==> src/rtl/map_probe_arbiter.sv <==
// Time-shares the map-ROM read port, one wall probe per enemy car, per frame.
// Latency: sum of per-enemy cost (1+ROM_LAT in-map, 1 out-of-map) plus 1 publish cycle.
// Backpressure: none; a frame_tick arriving while busy is dropped and flagged in overrun.
module map_probe_arbiter #(
    parameter int NUM_ENEMY = 4,
    parameter int ROM_LAT   = 1,
    parameter int PROBE     = 17,
    parameter int MAP_W     = 1280,
    parameter int MAP_H     = 960,
    parameter int TILE_COLS = 80
) (
    input  logic                   Clk,
    input  logic                   Reset,
    input  logic                   frame_tick,
    input  logic [11*NUM_ENEMY-1:0] enemy_x,
    input  logic [11*NUM_ENEMY-1:0] enemy_y,
    input  logic [4*NUM_ENEMY-1:0]  enemy_dir,
    output logic [12:0]            rom_addr,
    output logic                   rom_rd,
    input  logic [4:0]             rom_data,
    output logic [5*NUM_ENEMY-1:0] mapE_on,
    output logic                   busy,
    output logic                   done,
    output logic                   overrun
);
    localparam int IW = (NUM_ENEMY > 1) ? $clog2(NUM_ENEMY) : 1;
    localparam logic [IW-1:0] LAST_IDX = IW'(NUM_ENEMY - 1);
    localparam logic [10:0] PROBE_D = 11'(PROBE);
    localparam logic [10:0] MAP_W_D = 11'(MAP_W);
    localparam logic [10:0] MAP_H_D = 11'(MAP_H);
    localparam logic [12:0] COLS_D  = 13'(TILE_COLS);

    localparam logic [2:0] S_IDLE    = 3'd0;
    localparam logic [2:0] S_ADDR    = 3'd1;
    localparam logic [2:0] S_WAIT    = 3'd2;
    localparam logic [2:0] S_CAP     = 3'd3;
    localparam logic [2:0] S_PUBLISH = 3'd4;

    logic [2:0]    state;
    logic [IW-1:0] idx;
    logic [1:0]    wait_cnt;
    logic [10:0]   snap_x   [NUM_ENEMY];
    logic [10:0]   snap_y   [NUM_ENEMY];
    logic [3:0]    snap_dir [NUM_ENEMY];
    logic [5*NUM_ENEMY-1:0] shadow, shadow_nxt;

    logic [10:0] cx, cy, px, py;
    logic [3:0]  cd;
    logic        in_map, step_done;
    logic [12:0] tile_addr;

    assign cx = snap_x[idx];
    assign cy = snap_y[idx];
    assign cd = snap_dir[idx];

    // Unsigned wrap is intentional: a probe off the top/left lands above MAP_W/MAP_H.
    always_comb begin
        px = cx;
        py = cy;
        case (cd)
            4'b0001: py = cy - PROBE_D;
            4'b0010: py = cy + PROBE_D;
            4'b0100: px = cx + PROBE_D;
            4'b1000: px = cx - PROBE_D;
            default: ;
        endcase
    end

    assign in_map    = (px < MAP_W_D) && (py < MAP_H_D);
    assign tile_addr = {6'd0, py[10:4]} * COLS_D + {6'd0, px[10:4]};

    assign busy     = (state != S_IDLE);
    assign done     = (state == S_PUBLISH);
    assign rom_rd   = (state == S_ADDR) && in_map;
    assign rom_addr = rom_rd ? tile_addr : 13'd0;

    assign step_done = ((state == S_ADDR) && !in_map) || (state == S_CAP);

    always_comb begin
        shadow_nxt = shadow;
        if ((state == S_ADDR) && !in_map)
            shadow_nxt[int'(idx)*5 +: 5] = 5'b11111;
        else if (state == S_CAP)
            shadow_nxt[int'(idx)*5 +: 5] = rom_data;
    end

    always_ff @(posedge Clk) begin
        if (state == S_IDLE && frame_tick) begin
            for (int i = 0; i < NUM_ENEMY; i++) begin
                snap_x[i]   <= enemy_x[11*i +: 11];
                snap_y[i]   <= enemy_y[11*i +: 11];
                snap_dir[i] <= enemy_dir[4*i +: 4];
            end
        end
    end

    always_ff @(posedge Clk) begin
        if (Reset) begin
            state    <= S_IDLE;
            idx      <= '0;
            wait_cnt <= '0;
            shadow   <= '0;
            mapE_on  <= '0;
            overrun  <= 1'b0;
        end else begin
            shadow <= shadow_nxt;
            if (frame_tick && state != S_IDLE)
                overrun <= 1'b1;
            // mapE_on loads on the same edge that enters PUBLISH, so it moves with done.
            if (step_done) begin
                if (idx == LAST_IDX) begin
                    state   <= S_PUBLISH;
                    mapE_on <= shadow_nxt;
                end else begin
                    idx   <= idx + 1'b1;
                    state <= S_ADDR;
                end
            end else begin
                case (state)
                    S_IDLE: if (frame_tick) begin
                        idx   <= '0;
                        state <= S_ADDR;
                    end
                    S_ADDR: begin
                        wait_cnt <= '0;
                        state    <= (ROM_LAT > 1) ? S_WAIT : S_CAP;
                    end
                    S_WAIT: begin
                        if (wait_cnt == 2'(ROM_LAT - 2))
                            state <= S_CAP;
                        else
                            wait_cnt <= wait_cnt + 1'b1;
                    end
                    S_PUBLISH: state <= S_IDLE;
                    default:   state <= S_IDLE;
                endcase
            end
        end
    end
endmodule

==> config.mk <==
export PLATFORM = sky130hd
export DESIGN_NAME = map_probe_arbiter
export DESIGN_NICKNAME = d
export VERILOG_FILES = /design/src/rtl/map_probe_arbiter.sv
export SDC_FILE = /design/constraint.sdc
export NUM_CORES = 1
export LEC_CHECK = 0
export CAP_MARGIN = 20
export CORE_UTILIZATION = 40
export DETAILED_ROUTE_END_ITERATION = 8
export GPL_TIMING_DRIVEN = 0
export PLACE_DENSITY = 0.66
export RECOVER_POWER = 25
export SYNTH_ARGS = -nofsm -noshare
export SYNTH_HDL_FRONTEND = slang
export SYNTH_SLANG_ARGS = --single-unit
==> constraint.sdc <==
create_clock -name Clk -period 6.3 [get_ports Clk]
set_input_delay 1.26 -clock Clk [delete_from_list [all_inputs] [get_ports Clk]]
set_output_delay 1.26 -clock Clk [all_outputs]
set_load 0.01 [all_outputs]
==> impl_metrics.yaml <==
outcome:
  status: "finished, violations left"
  violations: "setup timing"
cells_and_area:
  area_growth_pct: 44.67
  stdcell_count: 1084
  finish.utilization_pct: 58.91
  multi_input_area_um2: 3741
  nets: 981
  num_antenna_cells: 0
  fill_cells: 1482
  seqCellArea_um2: 4126
  drive_above_1_share_pct: 26.82
placed_design:
  dp_cells: 997
  dp_hpwl_mm: 13.56
  io_buffer_count: 148
  place.gp.congestion: 0.8831
  dp_slack_ns: -1.255
cts:
  cts_root_buf: "clkbuf_16"
  cts_tree: "done"
  clockBufferDepth: 2
  numClockSinks: 154
  cts_hold_buffers: 0
  h-tree-depth: 4
  clkLatencyLatePin_ns: 0.42
  clk_pin_slew_worst_paths_ns: 0.06
  cts_buffers: 17
grt:
  grt_pass1_wl_mm: 29.93
  grt_overflow: 0
  grt_pass1_vias: 5889
  grt_max_degree: 37
  track_usage_pct: 19.92
  grt_antenna_before_repair: 0
setup_path:
  crit_family: "adder cells"
  cp_cell_sequence: "buf_8 > mux4_2 > or4b_4 > inv_12 > ha_4 > mux2_4 > a31o_4 > o32ai_4 > xnor2_2 > o21a_1 > ha_1 > ha_2 > fa_2 > xor2_4 > o2111ai_2 > nor2_1 > and2_1 > xnor2_1 > xnor2_1 > nor2_1 > buf_2"
  path_max_fanout: 8
  ff2ff_setup_slack_ns: 1.17
  cp_num_buf_inv: 3
  cpMaxStageDelayCell: "or4b_4"
  cp.required_ns: 5.04
  cp.arrival_ns: 5.49
  endpoint_kind: "output pin"
  path_class: "flop to output pin"
  critPathLaunchType: "flop"
  cpPeakStageDelay_ns: 0.65
drt:
  detailedRoute.firstPassIterationCount: 5
  ant_nets: 0
  wl_per_cell_um: 17.89
  via_count: 5793
  wirelength_mm: 19.40
  avgViaCountPerCell: 5.344
  drt_iter0_markers: 451
  drc: 0
power:
  comb_power_share_pct: 45.4
  power.density_nw_per_um2: 361.7
  p_seq_share_pct: 30.2
  sw_frac_of_total_pct: 33.83
  power.internal_uw: 2628
  p_clk_share_pct: 24.5
  total_leakage_power_uw: 0.003983
  ir_worst_vdd_mv: 0.2370
  power_switching_uw: 1343
timing:
  min_period_over_period_pct: 107.1
  slew_headroom_pct: 50.01
  rsz0062_at_grt: "true"
  clock_skew_ns: 0.008923
  fin_crit_ns: 6.748
  hold_viol_final: 0
  drv_slew: 0
  max_freq_mhz: 148.2
  fin_ws_ns: -0.4477
  worst_slew_pin_slew_ns: 0.7481
  finalSetupViolCount: 13
  holdWs_ns: 0.4591
logic_synthesis:
  netlist_area_um2: 7591
  ys_seq_area_share_pct: 54.33
  synth_top_area_cell: "edfxtp_1"
  netlist_top_cells_count: "104 x edfxtp_1, 59 x nand2_1, 50 x dfxtp_1"
  ys_warn_count: 0
  yosysTopAreaCellShare_pct: 41.14
  ys.flop_type: "edfxtp_1"
  synth_area_leaders: "edfxtp_1 41%, dfxtp_1 13%, mux4_2 7.4%"
  synth.avg_cell_area_um2: 12.42
  post_synth_num_cell_types: 69
  yosysMostFrequentCell: "edfxtp_1"
  async_reset_ff_share_pct: 0
  synth_edf_count: 104
  synth.ff_latch_count: 154
  synthCells: 611
  syn-num-nets: 755
die:
  rows: 50
  start_util_pct: 40.72
  pin_count: 149
  die_w_um: 139.8
  die_h_um: 139.8
  core_area_um2: 18640
  dieArea_um2: 19530
run:
  cap_violations: 0
min_path:
  hp-class: "flop to flop"
[power groups by stage]
| stage | combinational (uW) | clock, uW | sequential [uW] |
|---|---|---|---|
| floorplan | 822 | 0 | 1220 |
| global placement | 1110 | 0 | 1230 |
| detailed placement | 1150 | 0 | 1220 |
| CTS | 1520 | 1000 | 1200 |
| global route | 1930 | 1040 | 1200 |
| finish | 1800 | 972 | 1200 |
[layout by cell type (no fill, tap or decap), types with 11 or more instances in the layout]
master | synthesis | layout
clkbuf_1 | 15 | 11
buf_4 | 1 | 51
a21oi_1 | 42 | 34
clkbuf_16 | 0 | 19
edfxtp_1 | 104 | 104
mux4_2 | 25 | 25
nor2_1 | 32 | 21
o21a_1 | 26 | 26
nand3_1 | 13 | 13
ha_1 | 30 | 21
clkdlybuf4s50_1 | 0 | 64
mux2i_1 | 24 | 23
nand2_1 | 59 | 54
inv_1 | 13 | 12
dlygate4sd3_1 | 0 | 70
dfxtp_1 | 50 | 48
o21ai_0 | 27 | 24
buf_6 | 2 | 21
[cell type report]
type | instances | area share (%)
plain buffers | 21 | 1.379
clock buffers | 17 | 3.874
clock inverters | 15 | 1.253
inverters | 14 | 0.6152
multi-input cells | 418 | 34.07
flip-flops and latches | 154 | 37.58
well taps | 234 | 2.666
repair buffers | 211 | 18.57
[final timing paths]
path / from / to / cells past startpoint
setup / recovery: flop / rom_addr[12] / 21
hold / removal: mapE_on[8] / mapE_on[8] / 2
setup reg to reg: flop / wait_cnt[1] / 21
hold reg to reg: mapE_on[8] / mapE_on[8] / 2
[routing by layer]
layer  global-route usage, %  part of all wire [%]
met5                       0                     0
met4                   7.114                   1.5
met3                   4.886                   5.1
met2                   33.26                    50
met1                   25.08                    44
[what timing repair did]
action                     4_1_cts  5_1_grt
gates cloned                     0        1
setup endpoints to repair       14       14
pin swaps                       51       40
setup buffers                   36       25
resized for setup              116       74
[cells by family (layout without fill, tap and decap cells)]
| logic type | after synthesis | count (layout) | synth area share [%] |
|---|---|---|---|
| compound gates | 142 | 142 | 13.01 |
| xor+xnor | 20 | 20 | 2.308 |
| fa+ha+maj | 34 | 34 | 5.769 |
| buf+inv | 39 | 278 | 2.225 |
| flops | 154 | 154 | 54.33 |
| mux | 53 | 53 | 11.18 |
| simple gates | 169 | 169 | 11.19 |
[worst min-delay path, cell delays in order (launching register included)]
cell     delay [ns]
dfxtp_1        0.31
nand2_1        0.05
mux2i_1        0.05
[registers in the layout (all words and copies together), names as in the netlist, named ones only]
name	count
idx	2
mapE_on	20
overrun	1
shadow	20
snap_dir	16
snap_x	44
snap_y	44
state	3
wait_cnt	2
[per-stage QoR]
| step | instance area (um^2) | setup TNS (ns) | power (uW) |
|---|---|---|---|
| 3_3_place_gp | 9382 | -224.43 | 2339 |
| 5_1_grt | 10980 | -5.618 | 4173 |
| 4_1_cts | 10620 | -0.7386 | 3715 |
| 3_5_place_dp | 9462 | -15.64 | 2365 |
| 2_1_floorplan | 7607 | 0 | 2043 |
| 6_report | 10980 | -2.747 | 3972 |
No activity file was read; power rests on OpenSTA's default activity.
